**src/rtl/kt_gen_seq_if.sv**
```systemverilog
// Bus bundle for the tag-key sequencer: seed/request inputs, AES core handshake
// and the kt valid/ready stream. "master" is the sequencer side.
interface kt_gen_seq_if #(
    parameter int W     = 128,
    parameter int IDX_W = 2
);
    logic             seed_dv;
    logic [W-1:0]     seed_data;
    logic             start;
    logic [W-1:0]     pt_data;

    logic [W-1:0]     aes_key;
    logic             aes_krdy;
    logic             aes_kvld;
    logic [W-1:0]     aes_din;
    logic             aes_drdy;
    logic [W-1:0]     aes_dout;
    logic             aes_dvld;
    logic             aes_bsy;

    logic [W-1:0]     kt;
    logic             kt_vld;
    logic             kt_rdy;
    logic [IDX_W-1:0] kt_idx;

    logic             busy;
    logic             done;
    logic             err;

    modport master (
        input  seed_dv, seed_data, start, pt_data,
        output aes_key, aes_krdy, aes_din, aes_drdy,
        input  aes_kvld, aes_dout, aes_dvld, aes_bsy,
        output kt, kt_vld, kt_idx,
        input  kt_rdy,
        output busy, done, err
    );

    modport slave (
        output seed_dv, seed_data, start, pt_data,
        input  aes_key, aes_krdy, aes_din, aes_drdy,
        output aes_kvld, aes_dout, aes_dvld, aes_bsy,
        input  kt, kt_vld, kt_idx,
        output kt_rdy,
        input  busy, done, err
    );
endinterface

```
**src/rtl/kt_gen_seq.sv**
```systemverilog
// Tag-key sequencer: advances a Galois LFSR per request, loads the result as an
// AES key, then streams TAG_CNT tags Kt[i] = AES(K, pt ^ i) to the consumer.
module kt_gen_seq #(
    parameter int           W        = 128,
    parameter logic [W-1:0] POLY     = W'('h87),
    parameter int           LFSR_ADV = 1,
    parameter int           TAG_CNT  = 4,
    parameter int           IDX_W    = (TAG_CNT > 1) ? $clog2(TAG_CNT) : 1
) (
    input logic          clk,
    input logic          RST,
    kt_gen_seq_if.master bus
);

    localparam int CNT_W = (LFSR_ADV > 1) ? $clog2(LFSR_ADV) : 1;

    typedef enum logic [2:0] {
        S_IDLE,
        S_ADV,
        S_KEY,
        S_WAIT_K,
        S_DATA,
        S_WAIT_D,
        S_OUT
    } state_e;

    state_e           state_q, state_d;
    logic [W-1:0]     lfsr_q, lfsr_d;
    logic             seeded_q, seeded_d;
    logic [W-1:0]     pt_q, pt_d;
    logic [IDX_W-1:0] idx_q, idx_d;
    logic [CNT_W-1:0] cnt_q, cnt_d;

    logic [W-1:0]     aes_key_q, aes_key_d;
    logic             aes_krdy_q, aes_krdy_d;
    logic [W-1:0]     aes_din_q, aes_din_d;
    logic             aes_drdy_q, aes_drdy_d;
    logic [W-1:0]     kt_q, kt_d;
    logic             kt_vld_q, kt_vld_d;
    logic [IDX_W-1:0] kt_idx_q, kt_idx_d;
    logic             busy_q, busy_d;
    logic             done_q, done_d;
    logic             err_q, err_d;

    function automatic logic [W-1:0] lfsr_step(input logic [W-1:0] s);
        return {s[W-2:0], 1'b0} ^ (s[W-1] ? POLY : '0);
    endfunction

    always_comb begin
        // NOTE: every variable gets a default before the case so no path can
        // leave one unassigned and infer a latch; strobes default to 0.
        state_d    = state_q;
        lfsr_d     = lfsr_q;
        seeded_d   = seeded_q;
        pt_d       = pt_q;
        idx_d      = idx_q;
        cnt_d      = cnt_q;
        aes_key_d  = aes_key_q;
        aes_krdy_d = 1'b0;
        aes_din_d  = aes_din_q;
        aes_drdy_d = 1'b0;
        kt_d       = kt_q;
        kt_vld_d   = kt_vld_q;
        kt_idx_d   = kt_idx_q;
        done_d     = 1'b0;
        err_d      = 1'b0;

        unique case (state_q)
            S_IDLE: begin
                // A seed strobe takes priority and swallows a simultaneous start.
                if (bus.seed_dv) begin
                    if (bus.seed_data != '0) begin
                        lfsr_d   = bus.seed_data;
                        seeded_d = 1'b1;
                    end else begin
                        err_d = 1'b1;
                    end
                end else if (bus.start) begin
                    if (seeded_q) begin
                        pt_d    = bus.pt_data;
                        idx_d   = '0;
                        cnt_d   = '0;
                        state_d = S_ADV;
                    end else begin
                        err_d = 1'b1;
                    end
                end
            end

            S_ADV: begin
                lfsr_d = lfsr_step(lfsr_q);
                cnt_d  = cnt_q + CNT_W'(1);
                if (cnt_q == CNT_W'(LFSR_ADV - 1)) state_d = S_KEY;
            end

            S_KEY: begin
                if (!bus.aes_bsy) begin
                    aes_key_d  = lfsr_q;
                    aes_krdy_d = 1'b1;
                    state_d    = S_WAIT_K;
                end
            end

            S_WAIT_K: begin
                if (bus.aes_kvld) state_d = S_DATA;
            end

            S_DATA: begin
                if (!bus.aes_bsy) begin
                    aes_din_d  = pt_q ^ {{(W-IDX_W){1'b0}}, idx_q};
                    aes_drdy_d = 1'b1;
                    state_d    = S_WAIT_D;
                end
            end

            S_WAIT_D: begin
                if (bus.aes_dvld) begin
                    kt_d     = bus.aes_dout;
                    kt_idx_d = idx_q;
                    kt_vld_d = 1'b1;
                    state_d  = S_OUT;
                end
            end

            S_OUT: begin
                if (bus.kt_rdy) begin
                    kt_vld_d = 1'b0;
                    if (idx_q == IDX_W'(TAG_CNT - 1)) begin
                        done_d  = 1'b1;
                        idx_d   = '0;
                        state_d = S_IDLE;
                    end else begin
                        idx_d   = idx_q + IDX_W'(1);
                        state_d = S_DATA;
                    end
                end
            end

            default: state_d = S_IDLE;
        endcase

        busy_d = (state_d != S_IDLE);
    end

    always_ff @(posedge clk or posedge RST) begin
        // NOTE: sequential state uses non-blocking assignments so every flop
        // samples pre-edge values regardless of statement order.
        if (RST) begin
            state_q    <= S_IDLE;
            lfsr_q     <= '0;
            seeded_q   <= 1'b0;
            pt_q       <= '0;
            idx_q      <= '0;
            cnt_q      <= '0;
            aes_key_q  <= '0;
            aes_krdy_q <= 1'b0;
            aes_din_q  <= '0;
            aes_drdy_q <= 1'b0;
            kt_q       <= '0;
            kt_vld_q   <= 1'b0;
            kt_idx_q   <= '0;
            busy_q     <= 1'b0;
            done_q     <= 1'b0;
            err_q      <= 1'b0;
        end else begin
            state_q    <= state_d;
            lfsr_q     <= lfsr_d;
            seeded_q   <= seeded_d;
            pt_q       <= pt_d;
            idx_q      <= idx_d;
            cnt_q      <= cnt_d;
            aes_key_q  <= aes_key_d;
            aes_krdy_q <= aes_krdy_d;
            aes_din_q  <= aes_din_d;
            aes_drdy_q <= aes_drdy_d;
            kt_q       <= kt_d;
            kt_vld_q   <= kt_vld_d;
            kt_idx_q   <= kt_idx_d;
            busy_q     <= busy_d;
            done_q     <= done_d;
            err_q      <= err_d;
        end
    end

    assign bus.aes_key  = aes_key_q;
    assign bus.aes_krdy = aes_krdy_q;
    assign bus.aes_din  = aes_din_q;
    assign bus.aes_drdy = aes_drdy_q;
    assign bus.kt       = kt_q;
    assign bus.kt_vld   = kt_vld_q;
    assign bus.kt_idx   = kt_idx_q;
    assign bus.busy     = busy_q;
    assign bus.done     = done_q;
    assign bus.err      = err_q;

endmodule

```
**src/flat_wrapper.sv**
```systemverilog
// flat-port wrapper written by rule: the top's interface ports become plain ports
module kt_gen_seq_flat 
#(
    parameter int           W        = 128,
    parameter logic [W-1:0] POLY     = W'('h87),
    parameter int           LFSR_ADV = 1,
    parameter int           TAG_CNT  = 4,
    parameter int           IDX_W    = (TAG_CNT > 1) ? $clog2(TAG_CNT) : 1
)
  (clk, RST, bus_seed_dv, bus_seed_data, bus_start, bus_pt_data, bus_aes_key, bus_aes_krdy, bus_aes_din, bus_aes_drdy, bus_aes_kvld, bus_aes_dout, bus_aes_dvld, bus_aes_bsy, bus_kt, bus_kt_vld, bus_kt_idx, bus_kt_rdy, bus_busy, bus_done, bus_err);
  kt_gen_seq_if #(.W(W), .IDX_W(IDX_W)) bus_i ();
  input logic clk;
  input logic RST;
  input wire logic [$bits(bus_i.seed_dv)-1:0] bus_seed_dv;
  input wire logic [$bits(bus_i.seed_data)-1:0] bus_seed_data;
  input wire logic [$bits(bus_i.start)-1:0] bus_start;
  input wire logic [$bits(bus_i.pt_data)-1:0] bus_pt_data;
  output wire logic [$bits(bus_i.aes_key)-1:0] bus_aes_key;
  output wire logic [$bits(bus_i.aes_krdy)-1:0] bus_aes_krdy;
  output wire logic [$bits(bus_i.aes_din)-1:0] bus_aes_din;
  output wire logic [$bits(bus_i.aes_drdy)-1:0] bus_aes_drdy;
  input wire logic [$bits(bus_i.aes_kvld)-1:0] bus_aes_kvld;
  input wire logic [$bits(bus_i.aes_dout)-1:0] bus_aes_dout;
  input wire logic [$bits(bus_i.aes_dvld)-1:0] bus_aes_dvld;
  input wire logic [$bits(bus_i.aes_bsy)-1:0] bus_aes_bsy;
  output wire logic [$bits(bus_i.kt)-1:0] bus_kt;
  output wire logic [$bits(bus_i.kt_vld)-1:0] bus_kt_vld;
  output wire logic [$bits(bus_i.kt_idx)-1:0] bus_kt_idx;
  input wire logic [$bits(bus_i.kt_rdy)-1:0] bus_kt_rdy;
  output wire logic [$bits(bus_i.busy)-1:0] bus_busy;
  output wire logic [$bits(bus_i.done)-1:0] bus_done;
  output wire logic [$bits(bus_i.err)-1:0] bus_err;
  assign bus_i.seed_dv = bus_seed_dv;
  assign bus_i.seed_data = bus_seed_data;
  assign bus_i.start = bus_start;
  assign bus_i.pt_data = bus_pt_data;
  assign bus_aes_key = bus_i.aes_key;
  assign bus_aes_krdy = bus_i.aes_krdy;
  assign bus_aes_din = bus_i.aes_din;
  assign bus_aes_drdy = bus_i.aes_drdy;
  assign bus_i.aes_kvld = bus_aes_kvld;
  assign bus_i.aes_dout = bus_aes_dout;
  assign bus_i.aes_dvld = bus_aes_dvld;
  assign bus_i.aes_bsy = bus_aes_bsy;
  assign bus_kt = bus_i.kt;
  assign bus_kt_vld = bus_i.kt_vld;
  assign bus_kt_idx = bus_i.kt_idx;
  assign bus_i.kt_rdy = bus_kt_rdy;
  assign bus_busy = bus_i.busy;
  assign bus_done = bus_i.done;
  assign bus_err = bus_i.err;
  kt_gen_seq #(.W(W), .POLY(POLY), .LFSR_ADV(LFSR_ADV), .TAG_CNT(TAG_CNT), .IDX_W(IDX_W)) u_core (.clk(clk), .RST(RST), .bus(bus_i));
endmodule
```
**config.mk**
```make
export PLATFORM = sky130hd
export DESIGN_NAME = kt_gen_seq_flat
export DESIGN_NICKNAME = d
export VERILOG_FILES = /design/src/rtl/kt_gen_seq_if.sv /design/src/rtl/kt_gen_seq.sv /design/src/flat_wrapper.sv
export SDC_FILE = /design/constraint.sdc
export NUM_CORES = 1
export LEC_CHECK = 0
export CAP_MARGIN = 20
export CORE_AREA = 2 2 303 305
export DETAILED_ROUTE_END_ITERATION = 8
export DIE_AREA = 0 0 305 307
export MAX_ROUTING_LAYER = met4
export PLACE_DENSITY = 0.63
export SETUP_SLACK_MARGIN = 0.02
export SYNTH_ARGS = -nofsm -noshare
export SYNTH_HDL_FRONTEND = slang
export SYNTH_SLANG_ARGS = --single-unit
```
**constraint.sdc**
```tcl
create_clock -name clk -period 55.2 [get_ports clk]
set_input_delay 5.52 -clock clk [delete_from_list [all_inputs] [get_ports clk]]
set_output_delay 5.52 -clock clk [all_outputs]
set_load 0.02 [all_outputs]
```
==> results of run 1 <==
## Yosys cell counts, types with 2 or more instances
cell type / count / share of area
buf_4: 29 / 0.0083
nand2_1: 133 / 0.019
a21oi_1: 130 / 0.025
buf_1: 8 / 0.0011
buf_2: 40 / 0.0076
a221oi_1: 3 / 0.0010
nor4_1: 32 / 0.0076
o21ai_1: 32 / 0.0061
nand3_1: 3 / 0.00057
nor4_2: 3 / 0.0014
mux2_1: 98 / 0.042
inv_1: 7 / 0.0010
dfrtp_1: 655 / 0.62
xnor2_1: 5 / 0.0017
or3_1: 3 / 0.00071
clkbuf_1: 51 / 0.0073
a22o_1: 125 / 0.042
o21ai_0: 103 / 0.020
nor2_1: 12 / 0.0017
mux2_2: 414 / 0.18
buf_6: 2 / 0.00086
nand4_1: 9 / 0.0021
## cell type report
class,count,area share
Inverter,7,0.000887
Clock inverter,27,0.0123
Sequential cell,655,0.430
Clock buffer,118,0.0600
Multi-Input combinational cell,1120,0.244
Antenna cell,15,0.000986
Tap cell,1186,0.0390
Timing Repair Buffer,807,0.212
## state kept, by name (all words and copies together) (netlist names)
signal / count
u_core.bus.aes_din: 128
u_core.bus.aes_drdy: 1
u_core.bus.aes_key: 128
u_core.bus.aes_krdy: 1
u_core.bus.busy: 1
u_core.bus.done: 1
u_core.bus.err: 1
u_core.bus.kt: 128
u_core.bus.kt_idx: 2
u_core.bus.kt_vld: 1
u_core.cnt_q: 1
u_core.idx_q: 2
u_core.lfsr_q: 128
u_core.pt_q: 128
u_core.seeded_q: 1
u_core.state_q: 3
## power groups by stage
stage / Combinational (mW) / Sequential [mW] / Clock [mW]
5_1_grt: 1.00 / 0.900 / 0.584
4_1_cts: 0.947 / 0.867 / 0.565
2_1_floorplan: 0.373 / 0.992 / 0
3_3_place_gp: 0.936 / 0.867 / 0
3_5_place_dp: 0.944 / 0.872 / 0
6_report: 0.934 / 0.867 / 0.548
## through the flow
stage                     power (mW)  std cells   util  instance area [µm²]  hold slack (ns)
final                           2.35       3935  0.420                38100            0.477
after global routing            2.49       3934  0.420                38100            0.492
after CTS                       2.38       3919  0.419                38000            0.483
after detailed placement        1.82       3774  0.389                35300            0.469
after global placement          1.80       3773  0.389                35300            0.464
after floorplan                 1.37       1912      -                26300            0.449
## kinds of logic (layout without fill, tap and decap cells)
logic type / after synthesis / in the layout
other: 0 / 15
AND/OR/NAND/NOR: 202 / 202
buffers and inverters: 137 / 959
AO/OA/AOI/OAI: 399 / 399
multiplexers: 513 / 513
XOR/XNOR: 5 / 5
flip-flops: 655 / 655
adder cells (fa/ha/maj): 1 / 1
## metal layers
metal / GRT usage / wire length, µm / vias up
li1: - / - / 8511
met1: 0.226 / 35500 / 9473
met2: 0.286 / 40900 / 590
met3: 0.0452 / 5270 / 135
met4: 0.0653 / 2380 / 0
met5: - / 0 / -
## worst register-to-register path, cell delays in order, from the launching register on
cell	delay, ns
dfrtp_1	0.59
or3_1	0.52
nor3_4	0.28
buf_4	0.76
buf_4	0.96
mux2_2	0.48
## cells in the final DEF, fill, tap and decap left out, drive strengths merged, types with 2 or more instances in the layout
master / synthesis / final
nand2: 133 / 133
a221oi: 3 / 3
a21oi: 130 / 130
nand3: 3 / 3
clkbuf: 51 / 118
buf: 79 / 24
clkinv: 0 / 13
nand4: 9 / 9
inv: 7 / 10
nor3: 2 / 2
nor4: 35 / 35
dfrtp: 655 / 655
o21ai: 135 / 135
diode: 0 / 15
mux2: 512 / 512
bufinv: 0 / 10
xnor2: 5 / 5
or3: 3 / 3
clkdlybuf4s50: 0 / 783
a22o: 125 / 125
nor2: 13 / 13
## worst min-delay path by stage
stage / startpoint / end / cells after the start
6_report: u_core.pt_q[68] / u_core.pt_q[68] / 1
3_3_place_gp: u_core.pt_q[53] / u_core.pt_q[53] / 1
4_1_cts: u_core.pt_q[67] / u_core.pt_q[67] / 1
2_1_floorplan: u_core.seeded_q / u_core.seeded_q / 1
5_1_grt: u_core.pt_q[48] / u_core.pt_q[48] / 1
3_5_place_dp: u_core.pt_q[29] / u_core.pt_q[29] / 1
==> qor.yml, run 1 <==
place_ws_ns: 45.46
synth-edff-count: 0
die_y_um: 307
powerDensity_nw_per_um2: 61.7
rr_endpoint: "u_core.pt_q[97]"
layout-drive-gt1-share: 0.208
crit_buf_inv: 2
ctsResizeCount: 0
drtIter0Drc: 1058
seqCellArea_um2: 16400
cellLeakagePower_nw: 16.0
crit_cells: 7
yosysWarnings: 0
cp_data_arrival_time_ns: 9.60
grt_start_max_net_pins: 171
synth_cells: 1912
drt_pass1_iterations: 5
multi_input_area_um2: 9310
hold_path.class: "flop to flop"
synthesis.nets: 2305
grt_use_total: 0.181
clkSinkCount: 655
drtAntennaViolNets: 0
final_hold_viol_count: 0
tns_ns: 0
yosysSeqAreaShare: 0.622
cp.required_ns: 55.72
via_per_inst: 4.75
chipWidth_um: 305
ys.flop_type: "dfrtp_1"
synthArstFlopShare: 1.00
max-slew-margin-rel: 0.226
yosys.area_share.simple: 0.0353
synth-adder-area-share: 0.000475
cts.clk_slew.worst_paths_ns: 0.06
critPathLaunch: "bus_seed_data[121]"
drt_drc_violations_left: 0
cp_max_fo: 100
root_buffer: "clkbuf_16"
crit_path_max_incr_delay_ns: 0.95
clk_latency_ns: 0.63
r2r-start: "u_core.state_q[2]"
start_kind: "input port"
finClkSkew_ns: 0.0214
start_util: 0.290
comb_power_share: 0.398
setup_slack_ns: 46.12
status: "finished, final reports clean"
die_area_um2: 93600
io_pins: 784
core_um2: 90700
worst_pin_slew_ns: 1.15
ys_seq_elements: 655
grt_pass1_wl_um: 126000
ir_worst_vdd_uv: 32.7
min_period_over_period: 0.165
grt_pass1_vias: 19300
rr_worst_depth: 5
switchingPower_mw: 0.829
ctsHoldBuffers: 0
crit_chain: "clkdlybuf4s50_1 -> nor4_1 -> nand4_1 -> nor4_2 -> nand2_4 -> buf_4 -> o21ai_0"
rows: 111
seqPwrFrac: 0.369
avgSynthCellArea_um2: 13.8
synth_top_family_by_area: "multiplexers"
clkPwrFrac: 0.233
yosys.area_share.xor_xnor: 0.00166
finalNetCount: 3062
vias: 18700
num-fill-cells: 8469
syn_to_final_growth_pct: 44.6
synth-compound-area-share: 0.0946
antenna_found_initial: 15
wl_per_cell_um: 21.4
numPortBuffers: 783
wirelength_um: 84100
p_sw_frac: 0.353
r2r_slack_ns: 51.50
cts_buffer_depth: 3
finalCriticalPeriod_ns: 9.08
dp_hpwl_um: 59000
grt_setup_unrepaired: "false"
netlist_area_um2: 26300
worst_path_max_delay_cell: "nor4_2"
synthMuxAreaShare: 0.219
worst_setup_path_end_kind: "flop"
cts-buffers-inserted: 78
place_congestion: 0.809
path_class: "input port to flop"
ys_types: 37
slew_violations: 0
path_delay_family: "simple AND/OR/NAND/NOR gates"
cts_tree: "done"
grt_remaining_overflow: 0
finalSetupViolations: 0
internal_power_mw: 1.52
max_freq_mhz: 110
post_cts_buffers: 0
drv_cap: 0
crit_end: "u_core.lfsr_q[79]"
htreeDepth: 3
No activity file was read; power rests on OpenSTA's default activity.
==> run 2, diff against run 1 <==
==> constraint.sdc (replaced) <==
create_clock -name clk -period 8.5 [get_ports clk]
set_input_delay 0.85 -clock clk [delete_from_list [all_inputs] [get_ports clk]]
set_output_delay 0.85 -clock clk [all_outputs]
set_load 0.02 [all_outputs]
==> run 2 against run 1 <==
Wire length is 1.2% higher. Register-to-register slack lost 46 ns. Die area stayed put. Combinational power grew to 6.6 times the previous value. Sequential power increased to 6.5 times the previous value. Global-route usage is essentially flat. Worst hold slack improved by 0.0015 ns. Final cell count shrank 0.56%. Clock skew barely moved. Largest cell class unchanged. Largest power group unchanged. Highest routed layer unchanged.
==> qor.yml, run 2 (synthesis gave the netlist of run 1 again) <==
final_cell_mix: "clkdlybuf4s50_1, dfrtp_1, mux2_2"
status: "finished, final reports clean"
clk_latency_ns: 0.63
finalNetCount: 3058
numPortBuffers: 783
min_period_over_period: 0.468
powerDensity_nw_per_um2: 398
tns_ns: 0
syn_to_final_growth_pct: 43.9
comb_power_share: 0.406
layout-drive-gt1-share: 0.210
clkPwrFrac: 0.221
finClkSkew_ns: 0.0219
drtIter0Drc: 1181
grt_start_max_net_pins: 159
hold_depth: 1
seqCellArea_um2: 16400
cellLeakagePower_nw: 15.9
rows: 111
cts_buffer_depth: 3
wirelength_um: 85000
p_sw_frac: 0.358
finalSetupViolations: 0
final_common_cell: "clkdlybuf4s50_1"
cts.clk_slew.worst_paths_ns: 0.06
htreeDepth: 3
grt_remaining_overflow: 0
ctsResizeCount: 0
place_congestion: 0.842
vias: 18600
switchingPower_mw: 5.40
antenna_found_initial: 8
dp_hpwl_um: 59300
drtAntennaViolNets: 0
path_class: "input port to flop"
drt_pass1_iterations: 5
seqPwrFrac: 0.372
chipWidth_um: 305
via_per_inst: 4.75
num-fill-cells: 8417
rr_endpoint: "u_core.lfsr_q[126]"
drv_cap: 0
r2r_slack_ns: 5.09
r2r-start: "u_core.state_q[2]"
min_delay_worst_endpoint: "u_core.pt_q[29]"
max-slew-margin-rel: 0.260
rr_worst_depth: 7
dpl_cell_area_um2: 35300
wl_per_cell_um: 21.7
hold_start: "u_core.pt_q[29]"
grt_pass1_wl_um: 125000
die_y_um: 307
cp_data_arrival_time_ns: 4.50
clkSinkCount: 655
root_buffer: "clkbuf_16"
finalCriticalPeriod_ns: 3.98
io_pins: 784
ctsHoldBuffers: 0
fin_area_um2: 37900
place_ws_ns: 3.66
cp.required_ns: 9.02
worst_pin_slew_ns: 1.11
grt_setup_unrepaired: "false"
slew_violations: 0
grt_use_total: 0.181
ir_worst_vdd_uv: 200
core_um2: 90700
final_util: 0.418
setup_slack_ns: 4.52
grt_pass1_vias: 19000
die_area_um2: 93600
multi_input_area_um2: 9310
final_hold_viol_count: 0
drt_drc_violations_left: 0
internal_power_mw: 9.66
cts_tree: "done"
cts-buffers-inserted: 77
worst_setup_path_end_kind: "flop"
hold_path.class: "flop to flop"
post_cts_buffers: 0
start_util: 0.290
start_kind: "input port"
max_freq_mhz: 251
cp_max_fo: 101
-- run 2: power groups by stage --
stage / sequential [mW] / combinational, mW / clock [mW]
2_1_floorplan: 6.44 / 2.43 / 0
3_3_place_gp: 5.61 / 6.11 / 0
3_5_place_dp: 5.65 / 6.18 / 0
4_1_cts: 5.61 / 6.20 / 3.44
5_1_grt: 5.81 / 6.55 / 3.57
6_report: 5.61 / 6.12 / 3.34
-- run 2: final cells by class --
type,instances,share of cell area
inverters,7,0.000793
multi-input cells,1120,0.246
well taps,1186,0.0392
clock buffers,108,0.0600
repair buffers,804,0.214
flip-flops and latches,655,0.433
diodes,9,0.000594
clock inverters,24,0.00723
-- run 2: worst max-delay path, stage by stage --
cell	delay, ns
clkdlybuf4s50_1	0.53
nor4_2	0.78
nand4_1	0.20
nor4_2	0.78
nand2_4	0.36
buf_4	0.52
o21ai_0	0.34
-- run 2: routing by layer --
metal / GRT usage / up-vias / part of all wire
met3: 0.0451 / 156 / 0.064
met1: 0.231 / 9384 / 0.43
met4: 0.0720 / 0 / 0.032
li1: - / 8450 / -
met2: 0.277 / 608 / 0.48
met5: - / - / 0
-- run 2: stage by stage --
| step | power, mW | std cells | hold WS [ns] |
|---|---|---|---|
| 3_5_place_dp | 11.8 | 3770 | 0.468 |
| 5_1_grt | 15.9 | 3911 | 0.496 |
| 6_report | 15.1 | 3913 | 0.478 |
| 3_3_place_gp | 11.7 | 3770 | 0.464 |
| 4_1_cts | 15.3 | 3902 | 0.482 |
| 2_1_floorplan | 8.87 | 1912 | 0.449 |
-- run 2: worst max-delay path by stage --
| stage | slack (ns) | cells after the start | start | end |
|---|---|---|---|---|
| final | 4.52 | 7 | bus_seed_data[124] | u_core.lfsr_q[74] |
| after detailed placement | 3.66 | 7 | bus_seed_data[87] | u_core.lfsr_q[118] |
| after global placement | 3.78 | 7 | bus_seed_data[87] | u_core.lfsr_q[82] |
| after CTS | 4.34 | 7 | bus_seed_data[87] | u_core.lfsr_q[74] |
| after floorplan | -1.30 | 1 | RST | u_core.bus.aes_din[0] |
| after global routing | 3.99 | 7 | bus_seed_data[124] | u_core.lfsr_q[82] |
==> patch, RTL diff (flow settings as in run 2) <==
`TAG_CNT` is set to 4 in 2 places; all go to 8.
--- a/src/rtl/kt_gen_seq.sv
+++ b/src/rtl/kt_gen_seq.sv
@@ -6,3 +6,3 @@
     parameter int           LFSR_ADV = 1,
-    parameter int           TAG_CNT  = 4,
+    parameter int           TAG_CNT  = 8,
     parameter int           IDX_W    = (TAG_CNT > 1) ? $clog2(TAG_CNT) : 1
--- a/src/flat_wrapper.sv
+++ b/src/flat_wrapper.sv
@@ -6,3 +6,3 @@
     parameter int           LFSR_ADV = 1,
-    parameter int           TAG_CNT  = 4,
+    parameter int           TAG_CNT  = 8,
     parameter int           IDX_W    = (TAG_CNT > 1) ? $clog2(TAG_CNT) : 1
Ports: changed (resized bus_kt_idx); port bits go from 784 to 785. No check against the original RTL was run, so the function may have changed too.
==> patch against run 2 <==
Final area increased by 0.22%; core utilization increased by 0.092 points; routed wire length increased by 0.44%; non-clock buffer count decreased by 4; count of clock-buffer cells in the layout increased by 5; area after synthesis increased by 0.51%; combinational power decreased by 2%; worst setup slack improved by 280 ps; die area unchanged; total power decreased by 0.87%; maximum frequency increased by 7.6%; clock power about the same; sequential cell count increased by 2; first-iteration DRC count decreased by 2.5%; largest power group unchanged.
==> patch: results (changes against run 2) <==
post-DP HPWL=59600 um (+0.46%); Seq/Total Area, Yosys=62.1% (-0.13 points); GRT Util Overall=18.4% (+0.25 points); detailed-route via count=18800 (+0.97%); Mapped Cells=1919 (+0.37%); Critical Path Start=u_core.state_q[0]$_DFF_PP0_; initial antenna violation count=17 (+9); global placer's final weighted congestion=0.830 (-1.4%); Util after Layout=41.9% (+0.092 points); placed insts=3774 (+0.11%); Final #Nets=3060 (+0.065%); Sw Share=35.7% (-0.15 points); Critical Path AT=4240 ps (-260 ps); Syn Nets=2313 (+0.35%); Fillers=8522 (+1.2%); Cell Area, Placed=35400 um^2 (+0.24%); Cell Count, Final, Fillers Out=3926 (+0.33%); hold_sp=u_core.pt_q[110]$_DFFE_PP0P_; leakage=0.0160 uW (+0.51%); Post-synth top cells=dfrtp_1, mux2_2, nand2_1, a21oi_1, a22o_1; Final Skew=18.4 ps (-3.49 ps); layout cells sized above 1=20.0% (-0.93 points); starting DRC count in detailed routing=1151 (-2.5%); outcome=completed; Worst-Margin Slew=1130 ps (+16.9 ps); cts bufs inserted=76 (-1.3%); largest cells by area after synthesis=dfrtp_1, mux2_2, mux2_1
==> patch: changes by cell type in the layout (fill, tap and decap cells not counted), moves of 3 or more <==
cell / before / now
a22o_1: 125 / 129
buf_4: 11 / 8
clkbuf_1: 9 / 21
clkbuf_8: 21 / 15
clkinv_2: 10 / 5
diode_2: 9 / 16
mux2_1: 98 / 110
mux2_2: 414 / 402
nor2_1: 10 / 13
o21ai_1: 32 / 29
==> patch: area by class of cell <==
class	count	share of cell area, %
diodes	16	0.105
clock buffers	113	5.83
clock inverters	23	0.883
inverters	5	0.0593
multi-input cells	1126	24.7
flip-flops and latches	657	43.3
well taps	1186	3.91
repair buffers	800	21.2
==> patch: layer usage <==
| metal | routed length (um) | global-route usage (%) | part of all wire [%] | vias to the layer above |
|---|---|---|---|---|
| li1 | - | - | - | 8496 |
| met1 | 35500 | 22.3 | 42 | 9503 |
| met2 | 41300 | 29.2 | 48 | 661 |
| met3 | 6450 | 5.53 | 7.6 | 118 |
| met4 | 2160 | 5.88 | 2.5 | 0 |
| met5 | 0 | - | 0 | - |
==> patch: power by group through the flow <==
stage | Sequential, uW | Combinational, uW | Clock (uW)
final | 5570 | 6020 | 3350
after global routing | 5770 | 6430 | 3580
after CTS | 5580 | 6090 | 3460
after detailed placement | 5620 | 6070 | 0
after global placement | 5570 | 6000 | 0
after floorplan | 6400 | 2380 | 0
==> patch: final timing paths <==
path	slack, ps	endpoint	cells past startpoint
worst max-delay path	4800	u_core.lfsr_q[7]$_DFFE_PP0P_	8
min in group asynchronous	770	u_core.pt_q[28]$_DFFE_PP0P_	3
worst min-delay path	480	u_core.pt_q[110]$_DFFE_PP0P_	1
worst min register to register	480	u_core.pt_q[110]$_DFFE_PP0P_	1
worst max register to register	4800	u_core.lfsr_q[7]$_DFFE_PP0P_	8
max in group asynchronous	6060	u_core.bus.aes_key[80]$_DFFE_PP0P_	4
==> patch: critical path, delay by kind of cell, from the launching register on <==
| family | cells | cell delay [ps] |
|---|---|---|
| AO/OA/AOI/OAI | 2 | 290 |
| buffers and inverters | 3 | 1550 |
| flip-flops | 1 | 760 |
| AND/OR/NAND/NOR | 3 | 900 |
==> patch: kinds of logic after synthesis <==
group                      count (synthesis)  synth area share (%)
and+or+nand+nor                          205                  3.62
buffers and inverters                    136                  2.65
AOI/OAI and AO/OA                        400                  9.49
muxes                                    513                  21.8
adders and majority gates                  2                0.0945
DFF                                      657                  62.1
xor gates and xnor gates                   6                 0.199
==> patch: stage by stage <==
stage | TNS (ps) | total power, uW | hold slack, ps | setup WS (ps)
finish | 0 | 14900 | 479 | 4800
global route | 0 | 15800 | 491 | 4510
CTS | 0 | 15100 | 477 | 4800
detailed placement | 0 | 11700 | 470 | 4170
global placement | 0 | 11600 | 464 | 4170
floorplan | -874150 | 8780 | 449 | -1330
